<file path="config.mk">
export PLATFORM = sky130hd
export DESIGN_NAME = bridge_rx_generic_flat
export DESIGN_NICKNAME = d
export VERILOG_FILES = /design/src/rtl/bridge_rx_generic_pkg.sv /design/src/rtl/bridge_rx_generic_if.sv /design/src/rtl/bridge_rx_generic_ascii_hex_decode.sv /design/src/rtl/bridge_rx_generic.sv /design/src/flat_wrapper.sv
export SDC_FILE = /design/constraint.sdc
export NUM_CORES = 1
export LEC_CHECK = 0
export BUFFER_PORTS_ARGS = -buffer_cell sky130_fd_sc_hd__buf_2
export CAP_MARGIN = 20
export CORE_MARGIN = 3
export CORE_UTILIZATION = 60
export DETAILED_ROUTE_END_ITERATION = 10
export MAX_ROUTING_LAYER = met4
export PLACE_DENSITY = 0.81
export SETUP_SLACK_MARGIN = 0.3
export SKIP_LAST_GASP = 1
export SYNTH_ARGS = -nofsm -noshare
export SYNTH_HDL_FRONTEND = slang
export SYNTH_HIERARCHICAL = 1
export SYNTH_SLANG_ARGS = --single-unit
</file>
<file path="constraint.sdc">
create_clock -name clk -period 4.6 [get_ports clk]
set_input_delay 0.92 -clock clk [delete_from_list [all_inputs] [get_ports clk]]
set_output_delay 0.92 -clock clk [all_outputs]
set_load 0.1 [all_outputs]
</file>
<file path="src/rtl/bridge_rx_generic_pkg.sv">
// Shared constants and types for the ASCII-hex bridge receiver and its future
// transmit counterpart.
package bridge_pkg;

    localparam logic [7:0] CHAR_R  = 8'h52;
    localparam logic [7:0] CHAR_W  = 8'h57;
    localparam logic [7:0] CHAR_CR = 8'h0D;
    localparam logic [7:0] CHAR_LF = 8'h0A;

    typedef enum logic [1:0] {
        ERR_NONE     = 2'b00,
        ERR_BAD_CHAR = 2'b01,
        ERR_TIMEOUT  = 2'b10,
        ERR_SHORT    = 2'b11
    } err_code_t;

    typedef enum logic [1:0] {
        IDLE = 2'd0,
        ADDR = 2'd1,
        DATA = 2'd2,
        TERM = 2'd3
    } parser_state_t;

    function automatic logic is_term(input logic [7:0] b);
        return (b == CHAR_CR) || (b == CHAR_LF);
    endfunction

    function automatic logic is_cmd(input logic [7:0] b);
        return (b == CHAR_R) || (b == CHAR_W);
    endfunction

endpackage

</file>
<file path="src/rtl/bridge_rx_generic_if.sv">
// Byte-stream input and decoded bus-transaction output of the bridge receiver.
interface bridge_rx_generic_if #(
    parameter int ADDR_NIBBLES = 4,
    parameter int DATA_NIBBLES = 4
);
    logic [7:0]                  data_i;
    logic                        valid_i;
    logic [4*ADDR_NIBBLES-1:0]   addr_o;
    logic [4*DATA_NIBBLES-1:0]   data_o;
    logic                        rw_o;
    logic                        valid_o;
    logic                        err_o;
    logic [1:0]                  err_code_o;

    modport slave (
        input  data_i, valid_i,
        output addr_o, data_o, rw_o, valid_o, err_o, err_code_o
    );

    modport master (
        output data_i, valid_i,
        input  addr_o, data_o, rw_o, valid_o, err_o, err_code_o
    );
endinterface

</file>
<file path="src/rtl/bridge_rx_generic_ascii_hex_decode.sv">
// Combinational ASCII hex digit classifier; lowercase acceptance is selectable.
module ascii_hex_decode (
    input  logic [7:0] byte_i,
    input  logic       accept_lc_i,
    output logic       is_hex_o,
    output logic [3:0] nibble_o
);

    // Classify the byte and map it onto its nibble value
    always_comb begin
        is_hex_o = 1'b0;
        nibble_o = 4'h0;
        if ((byte_i >= 8'h30) && (byte_i <= 8'h39)) begin
            is_hex_o = 1'b1;
            nibble_o = byte_i[3:0];
        end else if ((byte_i >= 8'h41) && (byte_i <= 8'h46)) begin
            is_hex_o = 1'b1;
            nibble_o = byte_i[3:0] + 4'd9;
        end else if (accept_lc_i && (byte_i >= 8'h61) && (byte_i <= 8'h66)) begin
            is_hex_o = 1'b1;
            nibble_o = byte_i[3:0] + 4'd9;
        end else begin
            is_hex_o = 1'b0;
            nibble_o = 4'h0;
        end
    end

endmodule

</file>
<file path="src/rtl/bridge_rx_generic.sv">
// ASCII-hex frame parser: turns 'R'/'W' frames from a UART byte stream into
// single-cycle bus transactions, with error strobes, timeout and resync.
module bridge_rx_generic
    import bridge_pkg::*;
#(
    parameter int ADDR_NIBBLES     = 4,
    parameter int DATA_NIBBLES     = 4,
    parameter int TIMEOUT_CYCLES   = 100000,
    parameter int ACCEPT_LOWERCASE = 1
) (
    input  logic                clk,
    input  logic                rst,
    bridge_rx_generic_if.slave  bus
);

    localparam int AW = 4 * ADDR_NIBBLES;
    localparam int DW = 4 * DATA_NIBBLES;
    localparam int TW = (TIMEOUT_CYCLES > 0) ? $clog2(TIMEOUT_CYCLES + 1) : 1;
    localparam bit TMO_EN = (TIMEOUT_CYCLES > 0);

    localparam logic [1:0]    S_IDLE    = IDLE;
    localparam logic [1:0]    S_ADDR    = ADDR;
    localparam logic [1:0]    S_DATA    = DATA;
    localparam logic [1:0]    S_TERM    = TERM;
    localparam logic [3:0]    ADDR_LAST = 4'(ADDR_NIBBLES - 1);
    localparam logic [3:0]    DATA_LAST = 4'(DATA_NIBBLES - 1);
    localparam logic [TW-1:0] TMO_LAST  = TW'(TIMEOUT_CYCLES - 1);

    logic [1:0]    st_q, st_d;
    logic          rw_q, rw_d;
    logic [3:0]    cnt_q, cnt_d;
    logic [AW-1:0] addr_sr_q, addr_sr_d;
    logic [DW-1:0] data_sr_q, data_sr_d;
    logic [TW-1:0] tmo_q, tmo_d;
    logic          valid_q, valid_d;
    logic          err_q, err_d;
    logic [1:0]    code_q, code_d;
    logic [AW-1:0] addr_q, addr_d;
    logic [DW-1:0] wdata_q, wdata_d;
    logic          rwo_q, rwo_d;

    logic          is_hex_s;
    logic [3:0]    nib_s;

    ascii_hex_decode u_dec (
        .byte_i      (bus.data_i),
        .accept_lc_i (1'(ACCEPT_LOWERCASE != 0)),
        .is_hex_o    (is_hex_s),
        .nibble_o    (nib_s)
    );

    // Parser next-state, shift registers, timeout and output strobes
    always_comb begin
        st_d      = st_q;
        rw_d      = rw_q;
        cnt_d     = cnt_q;
        addr_sr_d = addr_sr_q;
        data_sr_d = data_sr_q;
        valid_d   = 1'b0;
        err_d     = 1'b0;
        code_d    = ERR_NONE;
        addr_d    = '0;
        wdata_d   = '0;
        rwo_d     = 1'b0;

        if ((st_q == S_IDLE) || bus.valid_i) begin
            tmo_d = '0;
        end else begin
            tmo_d = tmo_q + TW'(1);
        end

        if (bus.valid_i) begin
            if (is_cmd(bus.data_i)) begin
                // A command byte always (re)starts a frame; mid-frame it also flags the lost one
                if (st_q != S_IDLE) begin
                    err_d  = 1'b1;
                    code_d = ERR_BAD_CHAR;
                end else begin
                    err_d  = 1'b0;
                end
                st_d      = S_ADDR;
                rw_d      = (bus.data_i == CHAR_W);
                cnt_d     = 4'd0;
                addr_sr_d = '0;
                data_sr_d = '0;
            end else if (st_q == S_IDLE) begin
                st_d = S_IDLE;
            end else if (is_term(bus.data_i)) begin
                if (st_q == S_TERM) begin
                    valid_d = 1'b1;
                    addr_d  = addr_sr_q;
                    wdata_d = rw_q ? data_sr_q : '0;
                    rwo_d   = rw_q;
                end else begin
                    err_d  = 1'b1;
                    code_d = ERR_SHORT;
                end
                st_d      = S_IDLE;
                rw_d      = 1'b0;
                cnt_d     = 4'd0;
                addr_sr_d = '0;
                data_sr_d = '0;
            end else if (is_hex_s && (st_q != S_TERM)) begin
                case (st_q)
                    S_ADDR: begin
                        addr_sr_d = (addr_sr_q << 4) | AW'(nib_s);
                        if (cnt_q == ADDR_LAST) begin
                            cnt_d = 4'd0;
                            st_d  = rw_q ? S_DATA : S_TERM;
                        end else begin
                            cnt_d = cnt_q + 4'd1;
                        end
                    end
                    S_DATA: begin
                        data_sr_d = (data_sr_q << 4) | DW'(nib_s);
                        if (cnt_q == DATA_LAST) begin
                            cnt_d = 4'd0;
                            st_d  = S_TERM;
                        end else begin
                            cnt_d = cnt_q + 4'd1;
                        end
                    end
                    default: begin
                        st_d = S_IDLE;
                    end
                endcase
            end else begin
                err_d     = 1'b1;
                code_d    = ERR_BAD_CHAR;
                st_d      = S_IDLE;
                rw_d      = 1'b0;
                cnt_d     = 4'd0;
                addr_sr_d = '0;
                data_sr_d = '0;
            end
        end else if (TMO_EN && (st_q != S_IDLE) && (tmo_q == TMO_LAST)) begin
            err_d     = 1'b1;
            code_d    = ERR_TIMEOUT;
            st_d      = S_IDLE;
            rw_d      = 1'b0;
            cnt_d     = 4'd0;
            addr_sr_d = '0;
            data_sr_d = '0;
        end else begin
            st_d = st_q;
        end
    end

    // State and registered outputs
    always_ff @(posedge clk or posedge rst) begin
        if (rst) begin
            st_q      <= S_IDLE;
            rw_q      <= 1'b0;
            cnt_q     <= 4'd0;
            addr_sr_q <= '0;
            data_sr_q <= '0;
            tmo_q     <= '0;
            valid_q   <= 1'b0;
            err_q     <= 1'b0;
            code_q    <= 2'b00;
            addr_q    <= '0;
            wdata_q   <= '0;
            rwo_q     <= 1'b0;
        end else begin
            st_q      <= st_d;
            rw_q      <= rw_d;
            cnt_q     <= cnt_d;
            addr_sr_q <= addr_sr_d;
            data_sr_q <= data_sr_d;
            tmo_q     <= tmo_d;
            valid_q   <= valid_d;
            err_q     <= err_d;
            code_q    <= code_d;
            addr_q    <= addr_d;
            wdata_q   <= wdata_d;
            rwo_q     <= rwo_d;
        end
    end

    assign bus.valid_o    = valid_q;
    assign bus.err_o      = err_q;
    assign bus.err_code_o = code_q;
    assign bus.addr_o     = addr_q;
    assign bus.data_o     = wdata_q;
    assign bus.rw_o       = rwo_q;

endmodule

</file>
<file path="src/flat_wrapper.sv">
// flat-port wrapper written by rule: the top's interface ports become plain ports
module bridge_rx_generic_flat import bridge_pkg::*;
#(
    parameter int ADDR_NIBBLES     = 4,
    parameter int DATA_NIBBLES     = 4,
    parameter int TIMEOUT_CYCLES   = 100000,
    parameter int ACCEPT_LOWERCASE = 1
)
  (clk, rst, bus_data_i, bus_valid_i, bus_addr_o, bus_data_o, bus_rw_o, bus_valid_o, bus_err_o, bus_err_code_o);
  bridge_rx_generic_if #(.ADDR_NIBBLES(ADDR_NIBBLES), .DATA_NIBBLES(DATA_NIBBLES)) bus_i ();
  input  logic clk;
  input  logic rst;
  input wire logic [$bits(bus_i.data_i)-1:0] bus_data_i;
  input wire logic [$bits(bus_i.valid_i)-1:0] bus_valid_i;
  output wire logic [$bits(bus_i.addr_o)-1:0] bus_addr_o;
  output wire logic [$bits(bus_i.data_o)-1:0] bus_data_o;
  output wire logic [$bits(bus_i.rw_o)-1:0] bus_rw_o;
  output wire logic [$bits(bus_i.valid_o)-1:0] bus_valid_o;
  output wire logic [$bits(bus_i.err_o)-1:0] bus_err_o;
  output wire logic [$bits(bus_i.err_code_o)-1:0] bus_err_code_o;
  assign bus_i.data_i = bus_data_i;
  assign bus_i.valid_i = bus_valid_i;
  assign bus_addr_o = bus_i.addr_o;
  assign bus_data_o = bus_i.data_o;
  assign bus_rw_o = bus_i.rw_o;
  assign bus_valid_o = bus_i.valid_o;
  assign bus_err_o = bus_i.err_o;
  assign bus_err_code_o = bus_i.err_code_o;
  bridge_rx_generic #(.ADDR_NIBBLES(ADDR_NIBBLES), .DATA_NIBBLES(DATA_NIBBLES), .TIMEOUT_CYCLES(TIMEOUT_CYCLES), .ACCEPT_LOWERCASE(ACCEPT_LOWERCASE)) u_core (.clk(clk), .rst(rst), .bus(bus_i));
endmodule
</file>
-- Word level (Yosys, flattened, before mapping)
Index checks and enable logic that the tools add are counted.
- flip-flop bits (word level): 93
- add/sub/neg operators: 3
- eq/ne operators: 17
- reductions and logical operators: 17
- bitwise gates (word level): 2
- multiplexer cells: 81
- magnitude comparators: 6
- operator list (operator ; number):
    16-bit 2-to-1 mux ; 24
    4-bit 2-to-1 mux ; 11
    16-bit by 4-bit bitwise OR with 16-bit output ; 2
    1-bit 2-to-1 mux ; 30
    2-bit 2-to-1 mux ; 14
    17-bit by 1-bit adder with 17-bit output, second input constant ; 1
    17-bit equality test, second input constant ; 1
    17-bit 2-to-1 mux ; 1
    8-bit by 4-bit equality test with 1-bit output, second input constant ; 2
    8-bit by 7-bit equality test with 1-bit output, second input constant ; 2
    8-bit by 7-bit >= comparator with 1-bit output, second input constant ; 2
    8-bit by 7-bit <= comparator with 1-bit output, second input constant ; 2
    5-bit by 3-bit != test with 1-bit output, second input constant ; 3
    3-bit AND reduction ; 5
    7-bit by 4-bit != test with 1-bit output, second input constant ; 2
    8-bit by 6-bit >= comparator with 1-bit output, second input constant ; 1
    8-bit by 6-bit <= comparator with 1-bit output, second input constant ; 1
    1-bit logical AND ; 5
    4-bit by 1-bit adder with 4-bit output, second input constant ; 1
    4-bit adder, second input constant ; 1
    2-bit equality test, second input constant ; 2
    4-bit by 2-bit equality test with 1-bit output, second input constant ; 1
    4-bit by 2-bit != test with 1-bit output, second input constant ; 1
    2-bit case mux with 2 select lines ; 1
    other kinds (7) ; 10

-- Longest topological paths before layout
Gate-level depths: netlist (run 1).
- word-level depth: 12
- gate-level depth with buffers: 13

-- Cells and area by module
The synthesis (run 1) kept the hierarchy.
- modules (own cells, without submodules) (module ; area each (um2) ; instances ; cells each):
    bridge_rx_generic ; 4200.3 ; 1 ; 377
    ascii_hex_decode ; 183.9 ; 1 ; 27

-- Least setup slack after synthesis (run 1)
Ideal clock, no wire load.
- path kind: input to register
- start: input port bus_data_i[1]
- end: register u_core.addr_sr_q[10]
- arrival: 2.850 ns
- buffers on the path: 2
- stages: 12
- setup slack: 1.676 ns
- path through: inv_1 ha_1 o21bai_1 a2111oi_2 or2_1 nand3b_1 a31oi_4 nand2_2 o21a_1 buf_6 buf_8 o21ai_2
- longest elaborated chain between the ends: 11
- elaborated cells between the ends (all ways): 27
- classes of those cells: 6 x order compare; 6 x eq/ne; 8 x mux; 7 x reduce/logical
- RTL lines (what ; line ; RTL):
    start: declaration ; flat_wrapper.sv:13 ; input wire logic [$bits(bus_i.data_i)-1:0] bus_data_i;
    8-bit by 7-bit >= comparator with 1-bit output / 8-bit by 7-bit <= comparator with 1-bit output (equally long branches) ; bridge_rx_generic_ascii_hex_decode.sv:19 ; end else if (accept_lc_i && (byte_i >= 8'h61) && (byte_i <= 8'h66)) begin
    1-bit logical AND ; bridge_rx_generic_ascii_hex_decode.sv:19 ;
    1-bit 2-to-1 mux ; bridge_rx_generic_ascii_hex_decode.sv:19 ;
    1-bit 2-to-1 mux ; bridge_rx_generic_ascii_hex_decode.sv:16 ; end else if ((byte_i >= 8'h41) && (byte_i <= 8'h46)) begin
    1-bit 2-to-1 mux (*) ; bridge_rx_generic_ascii_hex_decode.sv:13 ; if ((byte_i >= 8'h30) && (byte_i <= 8'h39)) begin
    net u_core.is_hex_s ; bridge_rx_generic.sv:42 ; logic is_hex_s;
    1-bit logical AND (*) ; bridge_rx_generic.sv:103 ; end else if (is_hex_s && (st_q != S_TERM)) begin
    16-bit 2-to-1 mux ; bridge_rx_generic.sv:103 ;
    16-bit 2-to-1 mux ; bridge_rx_generic.sv:88 ; end else if (is_term(bus.data_i)) begin
    16-bit 2-to-1 mux ; bridge_rx_generic.sv:86 ; end else if (st_q == S_IDLE) begin
    16-bit 2-to-1 mux ; bridge_rx_generic.sv:73 ; if (is_cmd(bus.data_i)) begin
    16-bit 2-to-1 mux ; bridge_rx_generic.sv:72 ; if (bus.valid_i) begin
    end signal: assignment ; bridge_rx_generic.sv:168 ; addr_sr_q <= addr_sr_d;
    end: declaration ; bridge_rx_generic.sv:32 ; logic [AW-1:0] addr_sr_q, addr_sr_d;
The timed path passes the listed nets; every way through them passes the cells marked *. The select of a mux whose other input is x is not followed.
A chain may end at the register's enable or synchronous reset.

-- Final worst setup path (run 1)
- start: input port bus_data_i[0]
- end: register u_core.data_sr_q[9]
- longest elaborated chain between the ends: 11
- elaborated cells between the ends (all ways): 27
- classes of those cells: 6 x order compare; 6 x eq/ne; 8 x mux; 7 x reduce/logical
- RTL lines (what ; line ; RTL):
    8-bit by 7-bit >= comparator with 1-bit output / 8-bit by 7-bit <= comparator with 1-bit output (equally long branches) ; bridge_rx_generic_ascii_hex_decode.sv:19 ;
    1-bit logical AND ; bridge_rx_generic_ascii_hex_decode.sv:19 ;
    1-bit 2-to-1 mux ; bridge_rx_generic_ascii_hex_decode.sv:19 ;
    1-bit 2-to-1 mux ; bridge_rx_generic_ascii_hex_decode.sv:16 ;
    1-bit 2-to-1 mux (*) ; bridge_rx_generic_ascii_hex_decode.sv:13 ;
    net u_core.is_hex_s ; bridge_rx_generic.sv:42 ;
    1-bit logical AND (*) ; bridge_rx_generic.sv:103 ;
    16-bit 2-to-1 mux ; bridge_rx_generic.sv:103 ;
    16-bit 2-to-1 mux ; bridge_rx_generic.sv:88 ;
    16-bit 2-to-1 mux ; bridge_rx_generic.sv:86 ;
    16-bit 2-to-1 mux ; bridge_rx_generic.sv:73 ;
    16-bit 2-to-1 mux ; bridge_rx_generic.sv:72 ;
    end signal: assignment ; bridge_rx_generic.sv:169 ; data_sr_q <= data_sr_d;
    end: declaration ; bridge_rx_generic.sv:33 ; logic [DW-1:0] data_sr_q, data_sr_d;
Marks and branches as above.

==> impl_metrics.toml, run 1 <==
[run_status]
status = "finished clean"

[worst_hold_path]
hold_path_class = "flop to flop"

[clock_tree]
post_cts_resized = 0
htree_levels = 3
cts_tree = "built"
clock_latency_ps = 350
cts_num_sinks = 93
root_buffer = "clkbuf_8"
clockBufferDepth = 2
clk_transition_reported_paths_ps = 90
cts_buffers = 9
postCtsHoldBufs = 0
post-cts-setup-buffers = 0

[global_routing]
gr-total-overflow = 0
antenna_found_initial = 0
grt_pass1_vias = 2948
track_usage_pct = 21.1
grt_pass1_wl_microns = 14000
grt_max_degree = 64

[floorplan]
die_w_microns = 91.5
start_util_pct = 63.1
rows = 30
die-area_sq_um = 8370
core_sq_um = 6940
ios = 48
die_h_microns = 91.5

[detailed_routing]
wire_per_inst_microns = 14.5
wl_microns = 7850
via_per_inst = 5.63
drtAntennaViolNets = 0
drt_iter0_markers = 127
drc = 0
firstDrtPassIters = 5
vias = 3058

[cells_and_area]
final_nets = 462
syn2layout_area_growth_pct = 9.85
insertedDiodeCount = 0
layout-drive-gt1-share_pct = 25.7

[power_and_ir_drop]
power_density_nw_per_um2 = 329
ir_drop_mv = 0.168
power_leakage_nw = 2.20

[sta]
fmaxAchievable_mhz = 295
finClkSkew_ps = 10.4
drv_slew = 0
hold-worst-slack_ps = 490
period_needed_ps = 3390
finalCritPeriodShare_pct = 73.7
tightest_slew_ps = 839
finalSetupTns_ps = 0
layout_setup_ws_ps = 1210
rsz0062_at_grt = "no"
slew_headroom_pct = 44.1
hold_viol = 0
setup_viol = 0

[yosys]
synth_edf_count = 0
synthArstFlopShare_pct = 100
ys_warn_count = 6
ys_seq_elements = 93
yosysSeqAreaShare_pct = 53.1
synth_fp_nets = 424
syn-cell-area_sq_um = 4380
avgSynthCellArea_sq_um = 10.9
dominantRegCellSynth = "dfrtp_1"
syn_inst = 404
synth_cell_types = 61

[setup_path]
critPathRequiredTime_ps = 4870
critPathCaptureType = "flop"
critPathKind = "primary input to flop"
critical_path_peak_fanout = 17
crit_chain = "buf_2 > inv_1 > ha_1 > o21bai_1 > a2111oi_2 > or2_1 > nand3b_1 > a31oi_4 > and2_1 > buf_4 > nand4_1 > o21ai_2"
critical_path_buf_inv_count = 3
arrival_ps = 3660
cp-start-kind = "primary input"
cp_top_family = "compound AO/OA/AOI/OAI gates"
slowest_stage = "a2111oi_2"
max_stage_delay_ps = 610

[place]
routabilityCongestion = 0.768
place_ws_ps = 890
portBuffers = 47
dpl.hpwl_microns = 5340

[flow_run]
drv_cap = 0
## metal layers
metal	vias to the layer above	GRT usage, %	wire, microns
li1	1474	-	-
met1	1505	27.6	3580
met2	69	33.8	3870
met3	10	3.73	305
met4	0	6.66	91
met5	-	-	0
## stage by stage
step,cell area (sq um),util (%),total power [mW],cells
detailed placement,4590,66.2,1.06,526
global placement,4590,66.2,1.05,526
CTS,4800,69.1,1.60,542
floorplan,4380,-,1.02,404
finish,4820,69.4,1.58,543
global route,4820,69.4,1.66,543
## report_power, final
group / internal (mW) / total [mW] / switching (mW)
registers: 0.867 / 0.891 / 0.0232
logic: 0.0512 / 0.155 / 0.104
clock network: 0.267 / 0.538 / 0.271
## flip-flops by register name, indices dropped and copies added, names as in the netlist
register and cells:
u_core/tmo_q 17, u_core/addr_sr_q 16, u_core/bus.addr_o 16, u_core/bus.data_o 16, u_core/data_sr_q 16, u_core/cnt_q 4
u_core/bus.err_code_o 2, u_core/st_q 2, u_core/bus.err_o 1, u_core/bus.rw_o 1, u_core/bus.valid_o 1, u_core/rw_q 1
## final cells by class
class                           instances  area [sq um]
Multi-Input combinational cell        239          1700
Timing Repair Buffer                   53           293
Tap cell                               96           120
Clock buffer                           11           141
Inverter                               46           174
Clock inverter                          5          60.1
Fill cell                             539          2130
Sequential cell                        93          2330
## cells in the mapped netlist, types with 5 or more instances
library cell / instances / area, sq um
dfrtp_1: 93 / 2330
inv_1: 45 / 169
nand4_1: 29 / 181
nor2_1: 22 / 82.6
o21ai_2: 21 / 184
nand2_1: 20 / 75.1
nor3_1: 20 / 100
nand3_1: 12 / 60.1
nor4_2: 12 / 150
xor2_1: 11 / 96.3
buf_2: 10 / 50.1
ha_1: 9 / 113
mux2i_1: 9 / 90.1
o21ai_0: 8 / 40.0
buf_6: 6 / 67.6
nor4_1: 6 / 37.5
clkbuf_1: 5 / 18.8
## placed cells by master (no fill, tap or decap), types with 2 or more instances in the layout
cell,count
clkbuf_8,10
nor2b_1,2
and2_1,2
buf_2,47
mux2i_1,9
buf_4,5
nor2_1,22
o21a_1,2
inv_1,44
or2_1,2
and4_1,2
or2_2,2
o21ai_2,21
dfrtp_1,93
a21boi_0,2
nand3_1,12
nor3_1,20
a31oi_1,3
nor4_1,6
and3_1,4
a22o_1,3
or3_1,2
ha_1,9
nand4_1,29
xnor2_1,3
a21oi_1,4
o21ai_0,8
xor2_1,11
nand2_1,20
clkinv_4,2
clkinv_2,2
nor4_2,12
## path summary, 6_finish.rpt
path,depth (start not counted),end,slack [ps],from
max,12,u_core/data_sr_q[9],1210,bus_data_i[0]
max reg2reg,7,u_core/data_sr_q[0],1540,u_core/st_q[0]
min,1,u_core/tmo_q[0],490,u_core/tmo_q[0]
min in group asynchronous,2,u_core/bus.addr_o[1],550,rst
min reg2reg,1,u_core/tmo_q[0],490,u_core/tmo_q[0]
max in group asynchronous,4,u_core/bus.addr_o[11],3090,rst
## cell families (layout without fill, tap and decap cells)
| logic type | count (synthesis) | count (layout) | share of synthesized area, % |
|---|---|---|---|
| adder cells (fa/ha/maj) | 9 | 9 | 2.57 |
| flip-flops | 93 | 93 | 53.1 |
| other | 1 | 1 | 0.0855 |
| AO/OA/AOI/OAI | 57 | 57 | 10.8 |
| buffers and inverters | 72 | 115 | 8.13 |
| multiplexers | 9 | 9 | 2.05 |
| XOR/XNOR | 14 | 14 | 2.80 |
| AND/OR/NAND/NOR | 149 | 149 | 20.5 |
Power figures use the tool's default switching activity.
==> inputs of run 2 (changes only) <==
--- a/config.mk
+++ b/config.mk
@@ -8,10 +8,10 @@
 export BUFFER_PORTS_ARGS = -buffer_cell sky130_fd_sc_hd__buf_2
 export CAP_MARGIN = 20
 export CORE_MARGIN = 3
-export CORE_UTILIZATION = 60
+export CORE_UTILIZATION = 58
 export DETAILED_ROUTE_END_ITERATION = 10
 export MAX_ROUTING_LAYER = met4
-export PLACE_DENSITY = 0.81
+export PLACE_DENSITY = 0.79
 export SETUP_SLACK_MARGIN = 0.3
 export SKIP_LAST_GASP = 1
 export SYNTH_ARGS = -nofsm -noshare
==> constraint.sdc (replaced) <==
create_clock -name clk -period 3.4 [get_ports clk]
set_input_delay 0.68 -clock clk [delete_from_list [all_inputs] [get_ports clk]]
set_output_delay 0.68 -clock clk [all_outputs]
set_load 0.1 [all_outputs]
==> run 2 against run 1 <==
  * Critical path depth fell by 5
  * Cell count increased by 0.74%
  * Utilization shrank 3.0 points
  * Die area grew 3.2%
  * Sequential power up 35%
  * Global-route usage down 0.26 points
  * Clock skew increased by 0.62 ps
  * First-iteration DRC count up 31%
  * Register-to-register slack lost 930 ps
  * Flip-flop and latch count stayed put
  * Critical path type is now flop to flop
  * Critical endpoint is now u_core/addr_sr_q[0]
  * Highest routed layer unchanged
==> impl_metrics.toml, run 2 (synthesized netlist as in run 1, its figures left out) <==
[clock_tree]
clk_transition_reported_paths_ps = 80
cts_num_sinks = 93
root_buffer = "clkbuf_8"
cts_buffers = 9
clockBufferDepth = 2
cts_tree = "built"
clock_latency_ps = 350
htree_levels = 3

[floorplan]
start_util_pct = 60.1
core_sq_um = 7290
die_w_microns = 92.9
rows = 31
ios = 48
die_h_microns = 92.9
die-area_sq_um = 8640

[sta]
fmaxAchievable_mhz = 358
rsz0062_at_grt = "no"
finalSetupTns_ps = 0
hold_viol = 0
setup_viol = 0
finalCritPeriodShare_pct = 82.2
period_needed_ps = 2790
finClkSkew_ps = 11.1
tightest_slew_ps = 843
slew_headroom_pct = 43.8
drv_slew = 0

[cells_and_area]
post-route-cell-area_sq_um = 4840
largest_register_ffs = 17
final_common_cell = "dfrtp_1"
top_register = "u_core/tmo_q"
final_nets = 463
fillerInstances = 602
layout-drive-gt1-share_pct = 26.3
syn2layout_area_growth_pct = 10.4
insertedDiodeCount = 0
mostFrequentLayoutCells = "dfrtp_1, buf_2, inv_1, nand4_1, nor2_1"

[global_routing]
grt_max_degree = 57
grt_pass1_wl_microns = 13800
track_usage_pct = 20.9
gr-total-overflow = 0
antenna_found_initial = 0
grt_pass1_vias = 2902

[worst_hold_path]
hold_path_class = "primary input to asynchronous set/reset pin"

[setup_path]
critPathKind = "flop to flop"
critical_path_peak_fanout = 16
cp-start-kind = "flop"
critPathCaptureType = "flop"
arrival_ps = 3060
critPathRequiredTime_ps = 3660

[detailed_routing]
drc = 0
firstDrtPassIters = 4
via_per_inst = 5.54
drtAntennaViolNets = 0
wire_per_inst_microns = 14.6
wl_microns = 7970
drt_iter0_markers = 167
vias = 3033

[place]
portBuffers = 47
routabilityCongestion = 0.824
dpl.hpwl_microns = 5520
placed_area_sq_um = 4640

[power_and_ir_drop]
power_leakage_nw = 2.21
ir_drop_mv = 0.195
power_density_nw_per_um2 = 444

[run_status]
status = "finished clean"

[flow_run]
drv_cap = 0
[run 2: repair_timing]
item,CTS,global route
buffers inserted,0,0
hold buffers,0,0
setup endpoints to repair,0,1
gates resized for setup,0,1
[run 2: path summary, 6_finish.rpt]
kind | end | slack [ps] | from | cells after the start
max reg2reg | u_core/addr_sr_q[0] | 610 | u_core/st_q[0] | 7
min in group clk | u_core/tmo_q[0] | 500 | u_core/tmo_q[0] | 1
max in group asynchronous | u_core/addr_sr_q[2] | 2200 | rst | 3
min | u_core/bus.err_o | 470 | rst | 2
max | u_core/addr_sr_q[0] | 610 | u_core/st_q[0] | 7
min reg2reg | u_core/tmo_q[0] | 500 | u_core/tmo_q[0] | 1
[run 2: metal layers]
layer  share of wire [%]  global-route usage (%)
met1                  44                    27.1
met3                 4.1                    4.87
met5                   0                       -
met2                  49                    31.4
met4                 2.6                    9.16
[run 2: area by class of cell]
type | count | area (sq um) | area share, %
inverters | 46 | 176 | 3.64
multi-input cells | 239 | 1700 | 35.2
well taps | 99 | 124 | 2.56
clock inverters | 6 | 61.3 | 1.27
repair buffers | 54 | 313 | 6.46
flip-flops and latches | 93 | 2330 | 48.1
clock buffers | 10 | 138 | 2.84
[run 2: per-stage QoR]
stage	power (mW)	setup WS, ps	hold WS (ps)	std cells	utilization [%]
after CTS	2.18	590	479	547	66.4
after global placement	1.43	338	472	531	63.6
final	2.15	605	470	547	66.4
after floorplan	1.38	716	455	404	-
after detailed placement	1.44	253	484	531	63.6
after global routing	2.26	324	518	547	66.4
[run 2: critical path, stage by stage (launching register included)]
cell and delay, ps:
dfrtp_1 410, inv_1 80, ha_1 260, nor4_1 300
nand3_1 190, o21ai_2 440, o21a_1 750, mux2i_1 270
[run 2: power by group]
part           leakage (nW)  internal [mW]  total, mW  switching [mW]
Sequential             1.24           1.17       1.20          0.0308
Clock                 0.102          0.359      0.732           0.374
Combinational         0.870         0.0695      0.214           0.144
Total                  2.21           1.60       2.15           0.549
==> inputs of run 3 (changes only) <==
==> constraint.sdc (replaced) <==
create_clock -name clk -period 2.6 [get_ports clk]
set_input_delay 0.52 -clock clk [delete_from_list [all_inputs] [get_ports clk]]
set_output_delay 0.52 -clock clk [all_outputs]
set_load 0.1 [all_outputs]
==> run 3 against run 2 <==
  * Sequential power rose by 32%
  * Critical endpoint unchanged
  * Cell count rose by 4.8%
  * Highest routed layer unchanged
  * Worst setup slack got worse by 300 ps
  * Largest cell class unchanged
  * Global-route usage rose by 2.1 points
  * Utilization rose by 5.6 points
==> impl_metrics.toml, run 3 (synthesized netlist as in run 1, its figures left out) <==
[detailed_routing]
drtAntennaViolNets = 0
drt_iter0_markers = 219
via_per_inst = 5.65
vias = 3236
firstDrtPassIters = 5
drc = 0
wire_per_inst_microns = 15.8
wl_microns = 9050

[setup_path]
critical_path_peak_fanout = 8
max_stage_delay_ps = 550
ff2ff_path_depth = 8
crit_chain = "buf_6 > or4b_4 > nor3_4 > and2_4 > or2_1 > nand3b_1 > a31oi_4 > nand2_2 > o21a_4 > buf_12 > mux2i_1"
arrival_ps = 2580
crit-reg2reg-launch = "u_core/st_q[0]"
critPathRequiredTime_ps = 2880
critPathKind = "primary input to flop"
critPathCaptureType = "flop"
slowest_stage = "or4b_4"
rr_endpoint = "u_core/addr_sr_q[0]"
critical_path_buf_inv_count = 2
cp_top_family = "simple AND/OR/NAND/NOR gates"
cp-start-kind = "primary input"
r2r_slack_ps = 390

[cells_and_area]
top_register = "u_core/tmo_q"
largest_register_ffs = 17
syn2layout_area_growth_pct = 19.7
mostFrequentLayoutCells = "dfrtp_1, buf_2, inv_1, nand4_1, buf_4"
final_common_cell = "dfrtp_1"
final_nets = 489
fin_util_pct = 72.0
insertedDiodeCount = 0
fillerInstances = 533
layout-drive-gt1-share_pct = 31.4

[power_and_ir_drop]
total_power_mw = 3.06
power.internal_mw = 2.30
net-switching-power_mw = 0.763
power_density_nw_per_um2 = 583
p_clk_share_pct = 38.0
p_sw_share_pct = 24.9
seqPwrFrac_pct = 51.6
pwr-share-comb_pct = 10.4
ir_drop_mv = 0.296
power_leakage_nw = 2.40

[global_routing]
antenna_found_initial = 0
grt_pass1_wl_microns = 15200
grtUsageMet3_pct = 6.01
grt_max_degree = 94
use_met2_pct = 36.8
top_usage_layer = "met2"
grtUsageMet1_pct = 28.5
grt_pass1_vias = 3225
gr-total-overflow = 0
track_usage_pct = 23.0

[floorplan]
rows = 31
die-area_sq_um = 8640
die_w_microns = 92.9
start_util_pct = 60.1
die_h_microns = 92.9
ios = 48
core_sq_um = 7290

[sta]
drv_slew = 0
layout_setup_ws_ps = 302
hold_viol = 0
slew_headroom_pct = 61.2
tightest_slew_ps = 582
finalCritPeriodShare_pct = 88.4
finClkSkew_ps = 10.5
setup_viol = 0
fmaxAchievable_mhz = 435
period_needed_ps = 2300
rsz0062_at_grt = "yes"

[place]
routabilityCongestion = 0.814
portBuffers = 47
dpl.hpwl_microns = 5670
place_ws_ps = -116

[clock_tree]
clk_transition_reported_paths_ps = 90
clockBufferDepth = 2
cts_num_sinks = 93
clock_latency_ps = 370
cts_tree = "built"
root_buffer = "clkbuf_8"
cts_buffers = 9
htree_levels = 3

[run_status]
status = "finished clean"

[flow_run]
drv_cap = 0

[worst_hold_path]
hold_path_class = "primary input to asynchronous set/reset pin"
-- run 3: cell types whose count changed in the layout (fill, tap and decap cells not counted), sizes merged --
cell	change
buf	+24
bufinv	+2
clkbuf	+2
clkinv	-2
clkinvlp	-1
inv	+1
-- run 3: how the worst max path moves through the flow --
stage,from,depth (start not counted),slack [ps],endpoint
2_1_floorplan,bus_data_i[4],11,120,u_core/data_sr_q[10]
3_5_place_dp,bus_data_i[4],11,-120,u_core/cnt_q[1]
5_1_grt,bus_data_i[7],11,220,u_core/addr_sr_q[0]
6_report,bus_data_i[7],11,300,u_core/addr_sr_q[0]
3_3_place_gp,bus_data_i[4],11,-40,u_core/data_sr_q[0]
4_1_cts,bus_data_i[4],11,300,u_core/addr_sr_q[0]
-- run 3: worst register-to-register path, cell delays in order (launching register included) --
cell	delay, ps
dfrtp_1	420
inv_1	90
ha_1	290
nor4_4	330
nand3_2	160
o21ai_4	280
o21a_4	230
buf_12	140
mux2i_1	200
-- run 3: layout make-up --
| type | count | area, sq um | area share (%) |
|---|---|---|---|
| tap | 99 | 124 | 2.36 |
| inverter | 46 | 176 | 3.36 |
| clock inverter | 6 | 116 | 2.22 |
| clock buffer | 10 | 128 | 2.43 |
| timing repair buffer | 80 | 603 | 11.5 |
| multi-input combinational | 239 | 1770 | 33.8 |
| sequential | 93 | 2330 | 44.3 |
-- run 3: per-layer routing --
metal | share of wire [%] | vias up
li1 | - | 1527
met5 | 0 | -
met2 | 50 | 107
met1 | 42 | 1582
met3 | 5.2 | 20
met4 | 2.3 | 0
-- run 3: stage by stage --
stage	setup TNS (ps)	instance area (sq um)	instances	hold slack, ps
4_1_cts	0	5110	569	308
5_1_grt	0	5250	573	316
6_report	0	5250	573	249
3_5_place_dp	-2600	4780	545	496
3_3_place_gp	-262	4780	545	479
2_1_floorplan	0	4400	404	455
-- run 3: power by group through the flow --
stage	Clock, mW	Sequential [mW]	Combinational, mW
floorplan	0	1.60	0.213
global placement	0	1.60	0.287
detailed placement	0	1.61	0.296
CTS	1.17	1.58	0.307
global route	1.25	1.59	0.355
finish	1.16	1.58	0.319
-- run 3: what timing repair did --
action,in CTS,in global routing
pin swaps,2,8
resized for setup,6,20
hold buffers,0,0
setup buffers,8,1
cloned,0,3
setup endpoints to repair,24,39
